==> config.mk <==
export PLATFORM = sky130hd
export DESIGN_NAME = control_unit_seq_flat
export DESIGN_NICKNAME = d
export VERILOG_FILES = /design/src/rtl/control_unit_seq_if.sv /design/src/rtl/control_unit_seq.sv /design/src/flat_wrapper.sv
export SDC_FILE = /design/constraint.sdc
export NUM_CORES = 1
export LEC_CHECK = 0
export ABC_CLOCK_PERIOD_IN_PS = 5100
export CAP_MARGIN = 20
export CORE_UTILIZATION = 60
export CTS_CLUSTER_DIAMETER = 120
export DETAILED_ROUTE_END_ITERATION = 16
export DONT_BUFFER_PORTS = 1
export PLACE_DENSITY = 0.78
export SETUP_SLACK_MARGIN = 0.4
export SYNTH_ARGS = -nofsm -noshare
export SYNTH_HDL_FRONTEND = slang
export SYNTH_SLANG_ARGS = --single-unit
==> constraint.sdc <==
create_clock -name clk -period 5.1 [get_ports clk]
set_clock_uncertainty 0.1 [all_clocks]
set_input_delay 1.02 -clock clk [delete_from_list [all_inputs] [get_ports clk]]
set_output_delay 1.02 -clock clk [all_outputs]
set_load 0.02 [all_outputs]
==> src/rtl/control_unit_seq_if.sv <==
// Decode-stage bundle between the IF/ID register, control_unit_seq and the ID/EXE register.
// master drives the decode inputs, slave (the control unit) drives the control outputs.
interface control_unit_seq_if #(
   parameter int unsigned CMD_WIDTH      = 4,
   parameter int unsigned REG_LIST_WIDTH = 16,
   parameter int unsigned IDX_WIDTH      = 4
);
   logic                      valid_in;
   logic [1:0]                mode;
   logic [3:0]                op_code;
   logic                      s_in;
   logic                      block;
   logic [REG_LIST_WIDTH-1:0] reg_list;
   logic                      freeze;
   logic                      flush;

   logic                      busy;
   logic                      valid_out;
   logic [CMD_WIDTH-1:0]      exe_cmd;
   logic                      mem_r_en;
   logic                      mem_w_en;
   logic                      wb_en;
   logic                      s;
   logic                      b;
   logic [IDX_WIDTH-1:0]      burst_idx;
   logic                      burst_last;

   modport master (
      output valid_in, mode, op_code, s_in, block, reg_list, freeze, flush,
      input  busy, valid_out, exe_cmd, mem_r_en, mem_w_en, wb_en, s, b, burst_idx, burst_last
   );

   modport slave (
      input  valid_in, mode, op_code, s_in, block, reg_list, freeze, flush,
      output busy, valid_out, exe_cmd, mem_r_en, mem_w_en, wb_en, s, b, burst_idx, burst_last
   );
endinterface

==> src/rtl/control_unit_seq.sv <==
// Registered ID-stage control decoder with an LDM/STM-style block-transfer sequencer.
// Optional multi-cycle multiply support is enabled by defining CU_MUL_EN.
module control_unit_seq #(
   parameter int unsigned CMD_WIDTH      = 4,
   parameter int unsigned REG_LIST_WIDTH = 16,
   parameter int unsigned IDX_WIDTH      = 4,
   parameter int unsigned MUL_CYCLES     = 3
) (
   input logic                clk,
   input logic                rst,
   control_unit_seq_if.slave  cu
);
   if ((2 ** IDX_WIDTH) < REG_LIST_WIDTH) begin : g_idx_chk
      $error("IDX_WIDTH too small for REG_LIST_WIDTH");
   end
   if (MUL_CYCLES < 1) begin : g_mul_chk
      $error("MUL_CYCLES must be at least 1");
   end

   typedef struct packed {
      logic                 valid;
      logic [CMD_WIDTH-1:0] exe_cmd;
      logic                 mem_r_en;
      logic                 mem_w_en;
      logic                 wb_en;
      logic                 s;
      logic                 b;
      logic [IDX_WIDTH-1:0] burst_idx;
      logic                 burst_last;
   } ctrl_t;

`ifdef CU_MUL_EN
   typedef enum logic [1:0] {S_IDLE, S_BURST, S_MUL} state_t;
   localparam int unsigned CNT_W = $clog2(MUL_CYCLES + 1);
`else
   typedef enum logic [1:0] {S_IDLE, S_BURST} state_t;
`endif

   state_t                    state_q, state_d;
   logic [REG_LIST_WIDTH-1:0] pending_q, pending_d;
   ctrl_t                     ctrl_q, ctrl_d;
   logic [REG_LIST_WIDTH-1:0] rem;
`ifdef CU_MUL_EN
   logic [CNT_W-1:0]          mul_cnt_q, mul_cnt_d;
   logic                      mul_s_q, mul_s_d;
`endif

   function automatic logic [IDX_WIDTH-1:0] lowest_idx(input logic [REG_LIST_WIDTH-1:0] v);
      lowest_idx = '0;
      for (int i = REG_LIST_WIDTH - 1; i >= 0; i--) begin
         if (v[i]) lowest_idx = IDX_WIDTH'(i);
      end
   endfunction

   // Data-processing table; unknown opcodes decode to an all-zero NOP.
   function automatic ctrl_t decode_dp(input logic [3:0] op, input logic s_bit);
      decode_dp            = '0;
      decode_dp.valid      = 1'b1;
      decode_dp.wb_en      = 1'b1;
      decode_dp.s          = s_bit;
      decode_dp.burst_last = 1'b1;
      case (op)
         4'b1101: decode_dp.exe_cmd = CMD_WIDTH'(4'b0001);
         4'b1111: decode_dp.exe_cmd = CMD_WIDTH'(4'b1001);
         4'b0100: decode_dp.exe_cmd = CMD_WIDTH'(4'b0010);
         4'b0101: decode_dp.exe_cmd = CMD_WIDTH'(4'b0011);
         4'b0010: decode_dp.exe_cmd = CMD_WIDTH'(4'b0100);
         4'b0110: decode_dp.exe_cmd = CMD_WIDTH'(4'b0101);
         4'b0000: decode_dp.exe_cmd = CMD_WIDTH'(4'b0110);
         4'b1100: decode_dp.exe_cmd = CMD_WIDTH'(4'b0111);
         4'b0001: decode_dp.exe_cmd = CMD_WIDTH'(4'b1000);
         4'b1010: begin
            decode_dp.exe_cmd = CMD_WIDTH'(4'b0100);
            decode_dp.wb_en   = 1'b0;
         end
         4'b1000: begin
            decode_dp.exe_cmd = CMD_WIDTH'(4'b0110);
            decode_dp.wb_en   = 1'b0;
         end
         default: decode_dp = '0;
      endcase
   endfunction

   // Next-state and next-output logic.
   always_comb begin
      state_d   = state_q;
      pending_d = pending_q;
      ctrl_d    = ctrl_q;
      rem       = '0;
`ifdef CU_MUL_EN
      mul_cnt_d = mul_cnt_q;
      mul_s_d   = mul_s_q;
`endif
      if (cu.flush) begin
         state_d   = S_IDLE;
         pending_d = '0;
         ctrl_d    = '0;
      end else if (!cu.freeze) begin
         case (state_q)
            S_IDLE: begin
               ctrl_d = '0;
               if (cu.valid_in) begin
                  case (cu.mode)
                     2'b00: ctrl_d = decode_dp(cu.op_code, cu.s_in);
                     2'b01: begin
                        if (!cu.block || (cu.reg_list != '0)) begin
                           ctrl_d.valid    = 1'b1;
                           ctrl_d.exe_cmd  = CMD_WIDTH'(4'b0010);
                           ctrl_d.mem_r_en = cu.s_in;
                           ctrl_d.mem_w_en = !cu.s_in;
                           ctrl_d.wb_en    = cu.s_in;
                           ctrl_d.burst_last = 1'b1;
                        end
                        if (cu.block && (cu.reg_list != '0)) begin
                           rem               = cu.reg_list & (cu.reg_list - REG_LIST_WIDTH'(1));
                           pending_d         = rem;
                           ctrl_d.burst_idx  = lowest_idx(cu.reg_list);
                           ctrl_d.burst_last = (rem == '0);
                           if (rem != '0) state_d = S_BURST;
                        end
                     end
                     2'b10: begin
                        ctrl_d.valid      = 1'b1;
                        ctrl_d.b          = 1'b1;
                        ctrl_d.burst_last = 1'b1;
                     end
                     default: begin
`ifdef CU_MUL_EN
                        if (cu.op_code == 4'b0000) begin
                           state_d   = S_MUL;
                           mul_cnt_d = CNT_W'(1);
                           mul_s_d   = cu.s_in;
                           if (MUL_CYCLES == 1) begin
                              ctrl_d.valid      = 1'b1;
                              ctrl_d.exe_cmd    = CMD_WIDTH'(4'b1010);
                              ctrl_d.wb_en      = 1'b1;
                              ctrl_d.s          = cu.s_in;
                              ctrl_d.burst_last = 1'b1;
                           end
                        end
`endif
                     end
                  endcase
               end
            end
            S_BURST: begin
               // Memory enables and exe_cmd carry over from the first beat.
               rem               = pending_q & (pending_q - REG_LIST_WIDTH'(1));
               pending_d         = rem;
               ctrl_d.valid      = 1'b1;
               ctrl_d.burst_idx  = lowest_idx(pending_q);
               ctrl_d.burst_last = (rem == '0);
               if (rem == '0) state_d = S_IDLE;
            end
`ifdef CU_MUL_EN
            S_MUL: begin
               ctrl_d = '0;
               if (mul_cnt_q == CNT_W'(MUL_CYCLES)) begin
                  state_d = S_IDLE;
               end else begin
                  mul_cnt_d = mul_cnt_q + CNT_W'(1);
                  if ((mul_cnt_q + CNT_W'(1)) == CNT_W'(MUL_CYCLES)) begin
                     ctrl_d.valid      = 1'b1;
                     ctrl_d.exe_cmd    = CMD_WIDTH'(4'b1010);
                     ctrl_d.wb_en      = 1'b1;
                     ctrl_d.s          = mul_s_q;
                     ctrl_d.burst_last = 1'b1;
                  end
               end
            end
`endif
            default: state_d = S_IDLE;
         endcase
      end
   end

   always_ff @(posedge clk) begin
      if (rst) begin
         state_q   <= S_IDLE;
         pending_q <= '0;
         ctrl_q    <= '0;
`ifdef CU_MUL_EN
         mul_cnt_q <= '0;
         mul_s_q   <= 1'b0;
`endif
      end else begin
         state_q   <= state_d;
         pending_q <= pending_d;
         ctrl_q    <= ctrl_d;
`ifdef CU_MUL_EN
         mul_cnt_q <= mul_cnt_d;
         mul_s_q   <= mul_s_d;
`endif
      end
   end

   assign cu.busy       = (state_q != S_IDLE);
   assign cu.valid_out  = ctrl_q.valid;
   assign cu.exe_cmd    = ctrl_q.exe_cmd;
   assign cu.mem_r_en   = ctrl_q.mem_r_en;
   assign cu.mem_w_en   = ctrl_q.mem_w_en;
   assign cu.wb_en      = ctrl_q.wb_en;
   assign cu.s          = ctrl_q.s;
   assign cu.b          = ctrl_q.b;
   assign cu.burst_idx  = ctrl_q.burst_idx;
   assign cu.burst_last = ctrl_q.burst_last;
endmodule
==> src/flat_wrapper.sv <==
// flat-port wrapper written by rule: the top's interface ports become plain ports
module control_unit_seq_flat 
#(
   parameter int unsigned CMD_WIDTH      = 4,
   parameter int unsigned REG_LIST_WIDTH = 16,
   parameter int unsigned IDX_WIDTH      = 4,
   parameter int unsigned MUL_CYCLES     = 3
)
  (clk, rst, cu_valid_in, cu_mode, cu_op_code, cu_s_in, cu_block, cu_reg_list, cu_freeze, cu_flush, cu_busy, cu_valid_out, cu_exe_cmd, cu_mem_r_en, cu_mem_w_en, cu_wb_en, cu_s, cu_b, cu_burst_idx, cu_burst_last);
  control_unit_seq_if #(.CMD_WIDTH(CMD_WIDTH), .REG_LIST_WIDTH(REG_LIST_WIDTH), .IDX_WIDTH(IDX_WIDTH)) cu_i ();
  input logic clk;
  input logic rst;
  input wire logic [$bits(cu_i.valid_in)-1:0] cu_valid_in;
  input wire logic [$bits(cu_i.mode)-1:0] cu_mode;
  input wire logic [$bits(cu_i.op_code)-1:0] cu_op_code;
  input wire logic [$bits(cu_i.s_in)-1:0] cu_s_in;
  input wire logic [$bits(cu_i.block)-1:0] cu_block;
  input wire logic [$bits(cu_i.reg_list)-1:0] cu_reg_list;
  input wire logic [$bits(cu_i.freeze)-1:0] cu_freeze;
  input wire logic [$bits(cu_i.flush)-1:0] cu_flush;
  output wire logic [$bits(cu_i.busy)-1:0] cu_busy;
  output wire logic [$bits(cu_i.valid_out)-1:0] cu_valid_out;
  output wire logic [$bits(cu_i.exe_cmd)-1:0] cu_exe_cmd;
  output wire logic [$bits(cu_i.mem_r_en)-1:0] cu_mem_r_en;
  output wire logic [$bits(cu_i.mem_w_en)-1:0] cu_mem_w_en;
  output wire logic [$bits(cu_i.wb_en)-1:0] cu_wb_en;
  output wire logic [$bits(cu_i.s)-1:0] cu_s;
  output wire logic [$bits(cu_i.b)-1:0] cu_b;
  output wire logic [$bits(cu_i.burst_idx)-1:0] cu_burst_idx;
  output wire logic [$bits(cu_i.burst_last)-1:0] cu_burst_last;
  assign cu_i.valid_in = cu_valid_in;
  assign cu_i.mode = cu_mode;
  assign cu_i.op_code = cu_op_code;
  assign cu_i.s_in = cu_s_in;
  assign cu_i.block = cu_block;
  assign cu_i.reg_list = cu_reg_list;
  assign cu_i.freeze = cu_freeze;
  assign cu_i.flush = cu_flush;
  assign cu_busy = cu_i.busy;
  assign cu_valid_out = cu_i.valid_out;
  assign cu_exe_cmd = cu_i.exe_cmd;
  assign cu_mem_r_en = cu_i.mem_r_en;
  assign cu_mem_w_en = cu_i.mem_w_en;
  assign cu_wb_en = cu_i.wb_en;
  assign cu_s = cu_i.s;
  assign cu_b = cu_i.b;
  assign cu_burst_idx = cu_i.burst_idx;
  assign cu_burst_last = cu_i.burst_last;
  control_unit_seq #(.CMD_WIDTH(CMD_WIDTH), .REG_LIST_WIDTH(REG_LIST_WIDTH), .IDX_WIDTH(IDX_WIDTH), .MUL_CYCLES(MUL_CYCLES)) u_core (.clk(clk), .rst(rst), .cu(cu_i));
endmodule
==> reports/metrics.cfg <==
[run_status]
outcome = finished clean

[synth]
yosys-top-cells-count = 31 x dfxtp_1, 30 x a21oi_1, 28 x nor2_1
ys_seq_elements = 31
synth-simple-area-share_pct = 26.1
synthMuxAreaShare_pct = 0
yosysWarnings = 0
synth_edf_count = 0
avgSynthCellArea_um2 = 7.75
yosysSeqAreaShare_pct = 26.8
ys_types = 64
synth_top_family_by_area = compound AO/OA/AOI/OAI gates
synth.largest_area_cell = dfxtp_1
synth-xor-area-share_pct = 0.756
synth_nets = 328
synth.area.top_cells = dfxtp_1 27%, a21oi_1 6.5%, nor2_1 4.5%
synthFlopType = dfxtp_1
synth_fa_ha_area_share_pct = 0.863
netlist_area_um2 = 2320
yosysMostFrequentCell = dfxtp_1
yosysTopAreaCellShare_pct = 26.8
syn_inst = 299
synth_compound_area_share_pct = 37.2
async_reset_ff_share_pct = 0

[cts]
clkTransAtPathRegs_ns = 0.07
h-tree-depth = 2
cts_sinks = 31
cts_resized = 0
cts_tree = yes
clk_path_buf_depth = 2
clk_latency_ns = 0.28
numCtsBuffers = 5
root_buffer = clkbuf_8
ctsHoldBuffers = 0
post-cts-setup-buffers = 0

[final_layout]
antenna_cells = 0
final_util_pct = 63.8
multi_input_area_um2 = 1510
fillers = 338
syn_to_final_growth_pct = 1.46
drive_gt1_share_pct = 13.2
nets = 315
seqCellArea_um2 = 621

[grt]
gr-usage-all-layers_pct = 28.4
overflow = 0
grt_pass1_vias = 1876
grt_pass1_wl_um = 9180
antenna_found_initial = 0
grt_start_max_net_pins = 26

[critical_path]
r2r_slack_ns = 2.43
cp-end-kind = flop
r2r-start = u_core.state_q[0]
crit_buf_inv = 0
startpoint = u_core.state_q[0]
cpPeakStageDelay_ns = 1.05
critPathKind = flop to flop
crit_path_start_kind = flop
crit_required_ns = 5.18
critPathArrivalTime_ns = 2.74
cp_top_family = compound AO/OA/AOI/OAI gates
cp_max_fo = 25
crit_slowest_cell = dfxtp_1
crit_chain = nand2_1, a2111oi_0, o22a_1, o211ai_2, a32o_1

[pwr]
power_switching_uw = 126
power.share.clock_pct = 45.8
power_uw = 547
pwr-share-seq_pct = 45.6
irDropWorstVdd_uv = 200
leakage_uw = 0.000732
switching_share_pct = 23.0
cellPowerDensity_nw_per_um2 = 233
p_int_uw = 422
pwr-share-comb_pct = 8.6

[placed_design]
dpl.hpwl_um = 4070
port_buffers = 0
place_congestion = 0.854
place_ws_ns = 2.28

[die]
fp.dieH_um = 64.2
ioPinCount = 45
dieWidth_um = 64.2
initial_core_util_pct = 62.9
core_region_area_um2 = 3690
die_area_um2 = 4120
rows = 22

[route]
firstDrtPassIters = 5
antenna_left = 0
vias_per_cell = 6.75
drt_wl_total_um = 5660
vias = 2262
drt-initial-drc-count = 215
routedWlPerCell_um = 16.9
drc = 0

[sta]
post-route-min-period_ns = 2.67
finalSetupViolations = 0
max-slew-margin-rel_pct = 26.7
rsz0062_at_grt = no
fmax_mhz = 375
setup_tns_ns = 0
post-route-period-util_pct = 52.3
worst_pin_slew_ns = 1.10
hold_viol = 0
setup_ws_ns = 2.43
hold_ws_ns = 0.451
drv_slew = 0

[min_path]
hp-class = flop to flop
min-delay-start = u_core.pending_q[15]

[job]
cap_violations = 0

## worst reg2reg max path, cell delays in order (launching register included)
cell and delay [ns]:
dfxtp_1 1.05, nand2_1 0.30, a2111oi_0 0.48, o22a_1 0.23, o211ai_2 0.12, a32o_1 0.28
## metrics by stage
stage / cell area, um^2 / cells
after CTS: 2350 / 335
after global routing: 2350 / 335
after detailed placement: 2230 / 327
after floorplan: 2320 / 299
after global placement: 2230 / 327
final: 2350 / 335
## layer usage
layer | wire length (um) | track usage [%] | vias up | part of all wire, %
met5 | 0 | 0 | - | 0
met4 | 42 | 5.00 | 0 | 0.74
met3 | 438 | 6.43 | 8 | 7.7
met2 | 2550 | 42.7 | 105 | 45
met1 | 2640 | 41.5 | 1036 | 47
li1 | - | - | 1113 | -
## power by group through the flow
stage | Clock [uW] | Sequential, uW | Combinational [uW]
after global routing | 263 | 250 | 51.6
after CTS | 253 | 250 | 46.2
after detailed placement | 0 | 255 | 45.7
final | 251 | 250 | 46.8
after floorplan | 0 | 254 | 48.0
after global placement | 0 | 255 | 45.4
## area by class of cell
cell class | instances | area share [%]
Clock inverter | 2 | 1.49
Sequential cell | 31 | 26.4
Multi-Input combinational cell | 236 | 64.0
Timing Repair Buffer | 1 | 0.319
Inverter | 11 | 1.76
Clock buffer | 6 | 3.51
Tap cell | 48 | 2.55
## registers in the layout, summed over array words and instances, names as in the netlist
register	cells
u_core.cu.b	1
u_core.cu.burst_idx	4
u_core.cu.burst_last	1
u_core.cu.exe_cmd	4
u_core.cu.mem_r_en	1
u_core.cu.mem_w_en	1
u_core.cu.s	1
u_core.cu.valid_out	1
u_core.cu.wb_en	1
u_core.pending_q	15
u_core.state_q	1
## cells by family after synthesis
kind of cell,Yosys count
adders and majority gates,2
DFF,31
and+or+nand+nor,109
AOI/OAI and AO/OA,123
xor gates and xnor gates,2
buffers and inverters,32
## layout by cell type (no fill, tap or decap), types with 6 or more instances in the layout
cell type and count:
o21ai_0 17, clkbuf_8 6, inv_1 11, o21a_1 6, a21oi_1 30, nand2_1 21, nor3_1 10, dfxtp_1 31
nand3_1 11, nor2_1 28, a211oi_1 6
## worst paths after layout
check,to,depth (start not counted)
min reg2reg,u_core.pending_q[15],2
max reg2reg,u_core.state_q[0],5
min,u_core.pending_q[15],2
max,u_core.state_q[0],5
(Power assumes the default switching activity.)
